<file path="src/rtl/ram_burst_ctrl.sv">
// Burst sequencer in front of a single-port synchronous RAM: turns read/write burst
// commands into registered wr_en/address/data beats and returns read data as a strobed stream.
module ram_burst_ctrl #(
    parameter int AW     = 10,
    parameter int DW     = 8,
    parameter int RD_LAT = 1
) (
    input  logic          clk,
    input  logic          rst,
    input  logic          cmd_valid,
    output logic          cmd_ready,
    input  logic          cmd_write,
    input  logic [AW-1:0] cmd_addr,
    input  logic [AW-1:0] cmd_len_m1,
    input  logic [DW-1:0] wr_data,
    input  logic          wr_valid,
    output logic          wr_ready,
    output logic          ram_wr_en,
    output logic [AW-1:0] ram_address,
    output logic [DW-1:0] ram_data_in,
    input  logic [DW-1:0] ram_data_out,
    output logic [DW-1:0] rd_data,
    output logic          rd_valid,
    output logic          busy,
    output logic          done
);

    // state    | meaning
    // IDLE     | waiting for a command, cmd_ready high
    // WRITE    | accepting write beats, one RAM write per accepted beat
    // READ     | issuing one read address per cycle
    // DRAIN    | waiting for outstanding read data to return
    // DONE     | one-cycle done pulse, back to IDLE
    typedef enum logic [2:0] {
        ST_IDLE  = 3'd0,
        ST_WRITE = 3'd1,
        ST_READ  = 3'd2,
        ST_DRAIN = 3'd3,
        ST_DONE  = 3'd4
    } state_t;

    localparam int CW = AW + 1;

    state_t        state_q, state_d;
    logic [AW-1:0] cur_addr_q, cur_addr_d;
    logic [AW-1:0] len_m1_q, len_m1_d;
    logic [CW-1:0] beat_cnt_q, beat_cnt_d;
    logic          ram_wr_en_q, ram_wr_en_d;
    logic [AW-1:0] ram_address_q, ram_address_d;
    logic [DW-1:0] ram_data_in_q, ram_data_in_d;
    logic [RD_LAT:0] rd_pipe_q, rd_pipe_d;
    logic [DW-1:0] rd_data_q, rd_data_d;
    logic          rd_valid_q, rd_valid_d;
    logic          done_q, done_d;
    logic          last_beat;

    assign last_beat = (beat_cnt_q == {1'b0, len_m1_q});

    // Stage 0 of rd_pipe lines up with ram_address; the top stage marks data ready to capture.
    always_comb begin
        state_d       = state_q;
        cur_addr_d    = cur_addr_q;
        len_m1_d      = len_m1_q;
        beat_cnt_d    = beat_cnt_q;
        ram_wr_en_d   = 1'b0;
        ram_address_d = ram_address_q;
        ram_data_in_d = ram_data_in_q;
        rd_pipe_d     = {rd_pipe_q[RD_LAT-1:0], 1'b0};
        rd_data_d     = rd_data_q;
        rd_valid_d    = rd_pipe_q[RD_LAT];
        done_d        = 1'b0;

        if (rd_pipe_q[RD_LAT]) begin
            rd_data_d = ram_data_out;
        end

        case (state_q)
            ST_IDLE: begin
                if (cmd_valid) begin
                    cur_addr_d = cmd_addr;
                    len_m1_d   = cmd_len_m1;
                    beat_cnt_d = '0;
                    state_d    = cmd_write ? ST_WRITE : ST_READ;
                end
            end
            ST_WRITE: begin
                if (wr_valid) begin
                    ram_wr_en_d   = 1'b1;
                    ram_address_d = cur_addr_q;
                    ram_data_in_d = wr_data;
                    cur_addr_d    = cur_addr_q + AW'(1);
                    beat_cnt_d    = beat_cnt_q + CW'(1);
                    if (last_beat) begin
                        state_d = ST_DONE;
                        done_d  = 1'b1;
                    end
                end
            end
            ST_READ: begin
                ram_address_d = cur_addr_q;
                rd_pipe_d[0]  = 1'b1;
                cur_addr_d    = cur_addr_q + AW'(1);
                beat_cnt_d    = beat_cnt_q + CW'(1);
                if (last_beat) begin
                    state_d = ST_DRAIN;
                end
            end
            ST_DRAIN: begin
                if (rd_pipe_q == '0) begin
                    state_d = ST_DONE;
                    done_d  = 1'b1;
                end
            end
            ST_DONE: begin
                state_d = ST_IDLE;
            end
            default: begin
                state_d = ST_IDLE;
            end
        endcase
    end

    always_ff @(posedge clk or negedge rst) begin
        if (!rst) begin
            state_q       <= ST_IDLE;
            cur_addr_q    <= '0;
            len_m1_q      <= '0;
            beat_cnt_q    <= '0;
            ram_wr_en_q   <= 1'b0;
            ram_address_q <= '0;
            ram_data_in_q <= '0;
            rd_pipe_q     <= '0;
            rd_data_q     <= '0;
            rd_valid_q    <= 1'b0;
            done_q        <= 1'b0;
        end else begin
            state_q       <= state_d;
            cur_addr_q    <= cur_addr_d;
            len_m1_q      <= len_m1_d;
            beat_cnt_q    <= beat_cnt_d;
            ram_wr_en_q   <= ram_wr_en_d;
            ram_address_q <= ram_address_d;
            ram_data_in_q <= ram_data_in_d;
            rd_pipe_q     <= rd_pipe_d;
            rd_data_q     <= rd_data_d;
            rd_valid_q    <= rd_valid_d;
            done_q        <= done_d;
        end
    end

    // cmd_ready is held low while reset is asserted even though the state reads IDLE.
    assign cmd_ready   = (state_q == ST_IDLE) && rst;
    assign wr_ready    = (state_q == ST_WRITE);
    assign busy        = (state_q != ST_IDLE);
    assign ram_wr_en   = ram_wr_en_q;
    assign ram_address = ram_address_q;
    assign ram_data_in = ram_data_in_q;
    assign rd_data     = rd_data_q;
    assign rd_valid    = rd_valid_q;
    assign done        = done_q;

endmodule
</file>
<file path="config.mk">
export PLATFORM = sky130hd
export DESIGN_NAME = ram_burst_ctrl
export DESIGN_NICKNAME = d
export VERILOG_FILES = /design/src/rtl/ram_burst_ctrl.sv
export SDC_FILE = /design/constraint.sdc
export NUM_CORES = 1
export LEC_CHECK = 0
export BUFFER_PORTS_ARGS = -buffer_cell sky130_fd_sc_hd__buf_2
export CAP_MARGIN = 25
export CORE_MARGIN = 5
export CORE_UTILIZATION = 53
export DETAILED_ROUTE_END_ITERATION = 10
export HOLD_SLACK_MARGIN = 0.12
export PLACE_DENSITY = 0.79
export SYNTH_ARGS = -nofsm -noshare
export SYNTH_HDL_FRONTEND = slang
export SYNTH_SLANG_ARGS = --single-unit
</file>
<file path="constraint.sdc">
create_clock -name clk -period 2.1 [get_ports clk]
set_input_delay 0.105 -clock clk [delete_from_list [all_inputs] [get_ports clk]]
set_output_delay 0.105 -clock clk [all_outputs]
set_load 0.01 [all_outputs]
</file>
==> results of run 1 <==
## kinds of logic (layout without fill, tap and decap cells)
| kind of cell | after synthesis | after routing | share of synthesized area, % |
|---|---|---|---|
| flops | 65 | 65 | 53.24 |
| fa+ha+maj | 2 | 2 | 0.8189 |
| buf+inv | 18 | 142 | 2.866 |
| xor+xnor | 14 | 14 | 4.259 |
| simple gates | 69 | 69 | 12.53 |
| mux | 43 | 43 | 15.68 |
| compound gates | 45 | 45 | 10.61 |
## power by group
group	total [W]	switching [W]	internal (W)	leakage [nW]
registers	0.00223	0.000440	0.00179	0.790
clock network	0.00137	0.000489	0.000886	0.129
logic	0.00249	0.00121	0.00128	1.03
## layout make-up
class / instances / area [sq um]
clock buffer: 12 / 165.2
clock inverter: 4 / 97.59
fill: 373 / 1366
inverter: 7 / 26.28
multi-input combinational: 173 / 1350
sequential: 65 / 1627
tap: 72 / 90.09
timing repair buffer: 119 / 818.3
## sequential cells by signal, summed over array words and instances (netlist names)
register / flops
len_m1_q: 10
cur_addr_q: 10
ram_address: 10
rd_pipe_q: 2
rd_valid: 1
beat_cnt_q: 11
ram_wr_en: 1
done: 1
state_q: 3
ram_data_in: 8
rd_data: 8
## metrics by stage
stage                     utilization (%)  power, W  hold slack, ns  cell area [sq um]  worst slack [ns]
after global routing                75.34  0.006492          0.1631               4174           0.06851
after global placement              63.91  0.004579          0.1611               3541            0.2054
final                               75.34  0.006092          0.1549               4174            0.1698
after floorplan                         -  0.003848         -0.1906               3055            0.4002
after CTS                           75.34  0.006114          0.1477               4174            0.1621
after detailed placement            63.91  0.004666          0.1649               3541            0.1831
## worst max path at each step
| stage | from | to | slack, ns | depth (start not counted) |
|---|---|---|---|---|
| 3_5_place_dp | state_q[0] | ram_address[4] | 0.18 | 5 |
| 4_1_cts | state_q[0] | ram_address[4] | 0.16 | 5 |
| 6_report | state_q[0] | ram_address[4] | 0.17 | 5 |
| 5_1_grt | state_q[0] | ram_address[4] | 0.07 | 5 |
| 2_1_floorplan | state_q[0] | ram_address[1] | 0.40 | 6 |
| 3_3_place_gp | state_q[0] | ram_address[3] | 0.21 | 5 |
## per-layer routing
metal,global-route usage [%],wire (microns)
met5,0,0
met1,25.28,2963
met3,4.131,285
met2,35.25,3748
met4,10.79,169
## what timing repair did
item,in CTS,in global routing
hold endpoints to repair,101,0
hold buffers,37,0
setup endpoints to repair,0,0
## worst max-delay path, stage by stage, from the launching register on
cell      delay [ns]
dfrtp_1         0.52
o21bai_4        0.26
a21o_1          0.27
nor2_2          0.26
buf_12          0.17
mux2_2          0.33
## Yosys cell counts (all sizes together), types with 4 or more instances
master,instances
xor2,10
xnor2,4
nand2,9
nor3,6
o21ai,6
buf,7
o2bb2ai,4
mux2i,4
inv,7
nor2,17
a21oi,11
nor2b,4
mux2,39
nor4,6
a22oi,4
clkbuf,4
nand3,10
dfrtp,65
## cells in the final DEF (no fill, tap or decap), types with 3 or more instances in the layout
master / n
a21oi_1: 11
a22oi_1: 4
a2bb2oi_1: 3
buf_2: 72
buf_4: 9
bufinv_16: 3
clkbuf_8: 12
dfrtp_1: 65
dlygate4sd3_1: 37
inv_1: 7
mux2_2: 37
mux2i_1: 4
nand2_1: 9
nand3_1: 10
nor2_1: 14
nor2_2: 3
nor2b_1: 4
nor3_1: 6
nor4_1: 6
o21ai_0: 6
o2bb2ai_1: 4
xnor2_1: 3
xor2_1: 10
==> results.toml, run 1 <==
[job]
drv_cap = 0

[worst_setup_path]
reg2reg_slack_ns = 0.17
required_ns = 2.33
cp-start-kind = "flip-flop"
worstReg2RegStart = "state_q[0]"
r2r_end = "ram_address[4]"
reg2regPathDepth = 5
worstPathArrival_ns = 2.16
critPathKind = "flip-flop to flip-flop"
path_max_fanout = 9
end_kind = "flip-flop"

[final_layout]
nets = 418
antenna_cells = 0
drive_above_1_share_pct = 38.16
syn2layout_area_growth_pct = 36.61
stdcell_count = 452

[sta]
worst_pin_slew_ns = 0.5272
skew_ns = 0.01376
hold_violations = 0
maxSlewViolCount = 0
min_period_ns = 1.930
rsz0062_at_grt = "false"
setup_viol = 0
slew_headroom_pct = 64.53
fmax_mhz = 518.1
period_share_pct = 91.91
fin_setup_tns_ns = 0

[cts]
numCtsBuffers = 9
cts_tree = "done"
clk_pin_slew_ns = 0.07
clk_path_buf_depth = 2
insertion_delay_ns = 0.35
root_buffer = "clkbuf_8"
postCtsSetupBuffers = 0
cts_resized = 0
h-tree-depth = 3
cts_sinks = 65

[yosys]
netlist_top_cells_area = "dfrtp_1, mux2_2, xor2_1"
synth_area_sq_mm = 0.003055
synth_area_per_cell_sq_um = 11.94
synth.top_cell.area_share_pct = 53.24
yosys_warnings = 0
synth_nets = 299
synth_edf_count = 0
synth_cell_types = 48
synthArstFlopShare_pct = 100.0
ys_ff_latch = 65
yosys.area.top_type = "dfrtp_1"
ys.flop_type = "dfrtp_1"
synthCells = 256
yosysSeqAreaShare_pct = 53.24

[global_routing]
grt_start_max_net_pins = 39
grt_pass1_vias = 2532
grt_use_total_pct = 20.91
grt_pass1_wl_microns = 11970
antenna_found_initial = 0
overflow = 0

[power_and_ir_drop]
ir_worst_vdd_uv = 882.9
power_density_mw_per_mm2 = 1460
p_leak_nw = 1.944

[drt]
drt_iter0_drc = 129
drc = 0
route.vias.total = 2418
viasPerCell = 5.350
drt_pass1_iterations = 4
wl_per_cell_microns = 15.86
ant_nets = 0
wirelength_microns = 7167

[floorplan]
dieArea_sq_mm = 0.007383
ios = 73
num_rows = 27
fp.dieW_microns = 85.93
start_util_pct = 55.15
die_h_microns = 85.93
core_sq_mm = 0.005540

[place]
place.gp.congestion = 0.8083
hpwl_microns = 4734
placed_cells = 399
port_buffers = 72

[worst_hold_path]
hold_depth = 4
hold_path.class = "primary input to flip-flop"
hold_start = "cmd_write"
holdPathEnd = "state_q[1]"

[status]
outcome = "finished, final reports clean"
Power figures use the tool's default switching activity.
==> run 2: changes to the inputs <==
==> constraint.sdc (replaced) <==
create_clock -name clk -period 2.1 [get_ports clk]
set_input_delay 0.42 -clock clk [delete_from_list [all_inputs] [get_ports clk]]
set_output_delay 0.42 -clock clk [all_outputs]
set_load 0.01 [all_outputs]
==> results.toml, run 2 (synthesized netlist as in run 1, its figures left out) <==
[sta]
hold_violations = 0
slew_headroom_pct = 45.76
period_share_pct = 94.34
rsz0062_at_grt = "false"
fmax_mhz = 504.7
finalWorstSetupSlack_ns = 0.1188
maxSlewViolCount = 0
setup_viol = 0
min_period_ns = 1.981
worst_pin_slew_ns = 0.8136
skew_ns = 0.006743
fin_setup_tns_ns = 0

[power_and_ir_drop]
ir_worst_vdd_uv = 844.1
p_leak_nw = 1.741
power_density_mw_per_mm2 = 1513
power.internal_w = 0.003539
p_comb_share_pct = 42.0
clkPwrFrac_pct = 18.5
swShare_pct = 37.05
power_switching_w = 0.002083
p_seq_share_pct = 39.5

[cts]
clk_path_buf_depth = 2
cts_hold_buf = 0
root_buffer = "clkbuf_8"
clk_pin_slew_ns = 0.07
cts_sinks = 65
cts_resized = 0
h-tree-depth = 3
postCtsSetupBuffers = 0
cts_tree = "done"
numCtsBuffers = 9
insertion_delay_ns = 0.34

[place]
postPlaceCellArea_sq_mm = 0.003521
pre_cts_ws_ns = 0.1431
hpwl_microns = 4516
place.gp.congestion = 0.8029
placed_cells = 398
port_buffers = 72

[floorplan]
start_util_pct = 55.15
dieArea_sq_mm = 0.007383
ios = 73
fp.dieW_microns = 85.93
die_h_microns = 85.93
num_rows = 27
core_sq_mm = 0.005540

[worst_setup_path]
critPathKind = "flip-flop to flip-flop"
required_ns = 2.33
worstPathArrival_ns = 2.21
end_kind = "flip-flop"
cp-start-kind = "flip-flop"
path_max_fanout = 9

[drt]
drt_iter0_drc = 93
ant_nets = 0
viasPerCell = 5.428
drc = 0
route.vias.total = 2247
drt_pass1_iterations = 6
wl_per_cell_microns = 15.12
wirelength_microns = 6261

[global_routing]
antenna_found_initial = 0
grt_pass1_vias = 2271
grt_start_max_net_pins = 66
grt_use_total_pct = 18.42
grt_pass1_wl_microns = 10760
overflow = 0

[final_layout]
final_common_cell = "buf_2"
syn2layout_area_growth_pct = 21.66
design_area_sq_mm = 0.003717
stdcell_count = 414
fillers = 438
largest_register_ffs = 11
final_cell_mix = "buf_2, dfrtp_1, mux2_2"
nets = 380
drive_above_1_share_pct = 42.40
antenna_cells = 0
finalCoreUtilization_pct = 67.10
largest-register = "beat_cnt_q"

[status]
outcome = "finished, final reports clean"

[job]
drv_cap = 0

[worst_hold_path]
hold_path.class = "primary input to asynchronous set/reset pin"
-- run 2: cell count changes in the layout (fill, tap and decap cells not counted), moves of 2 or more --
| cell | change |
|---|---|
| clkinvlp_4 | +2 |
| clkinv_2 | +2 |
| dlygate4sd3_1 | -37 |
| clkbuf_8 | -3 |
| bufinv_16 | -2 |
-- run 2: worst max-delay path, cell delays in order, from the launching register on --
cell	delay, ns
dfrtp_1	0.60
xnor2_2	0.20
or2_2	0.33
nor2_2	0.22
buf_4	0.19
mux2_2	0.33
-- run 2: through the flow --
stage               hold slack (ns)  total power (W)
CTS                          0.2860         0.005677
global placement             0.3781         0.004539
detailed placement           0.3841         0.004627
global route                 0.2870         0.006057
floorplan                    0.1244         0.003848
finish                       0.2499         0.005623
-- run 2: per-layer routing --
layer	GRT usage (%)	share of wire [%]	wire length (microns)
met3	5.860	5.4	341
met5	0	0	0
met2	29.64	50	3120
met1	23.75	44	2744
met4	5.612	0.88	55
-- run 2: final cells by class --
cell class              count  area (sq um)  area share (%)
clock inverters             7         71.32           1.919
flip-flops and latches     65          1628           43.79
clock buffers               9         123.9           3.332
multi-input cells         173          1350           36.32
inverters                   7         26.28          0.7068
well taps                  72         90.09           2.423
repair buffers             81         427.9           11.51
-- run 2: final timing paths --
| check | startpoint | end | slack [ns] | cells after the start |
|---|---|---|---|---|
| max reg2reg | state_q[0] | ram_address[9] | 0.12 | 5 |
| max | state_q[0] | ram_address[9] | 0.12 | 5 |
| min in group clk | wr_data[7] | ram_data_in[7] | 0.30 | 2 |
| min | rst | rd_data[7] | 0.25 | 2 |
| max in group asynchronous | rst | state_q[2] | 1.27 | 2 |
| min reg2reg | rd_pipe_q[0] | rd_pipe_q[1] | 0.40 | 0 |
-- run 2: power by group through the flow --
stage / Clock (W) / Sequential [W] / Combinational (W)
2_1_floorplan: 0 / 0.00224 / 0.00160
3_3_place_gp: 0 / 0.00223 / 0.00231
3_5_place_dp: 0 / 0.00225 / 0.00238
4_1_cts: 0.00106 / 0.00223 / 0.00239
5_1_grt: 0.00113 / 0.00230 / 0.00262
6_report: 0.00104 / 0.00222 / 0.00236
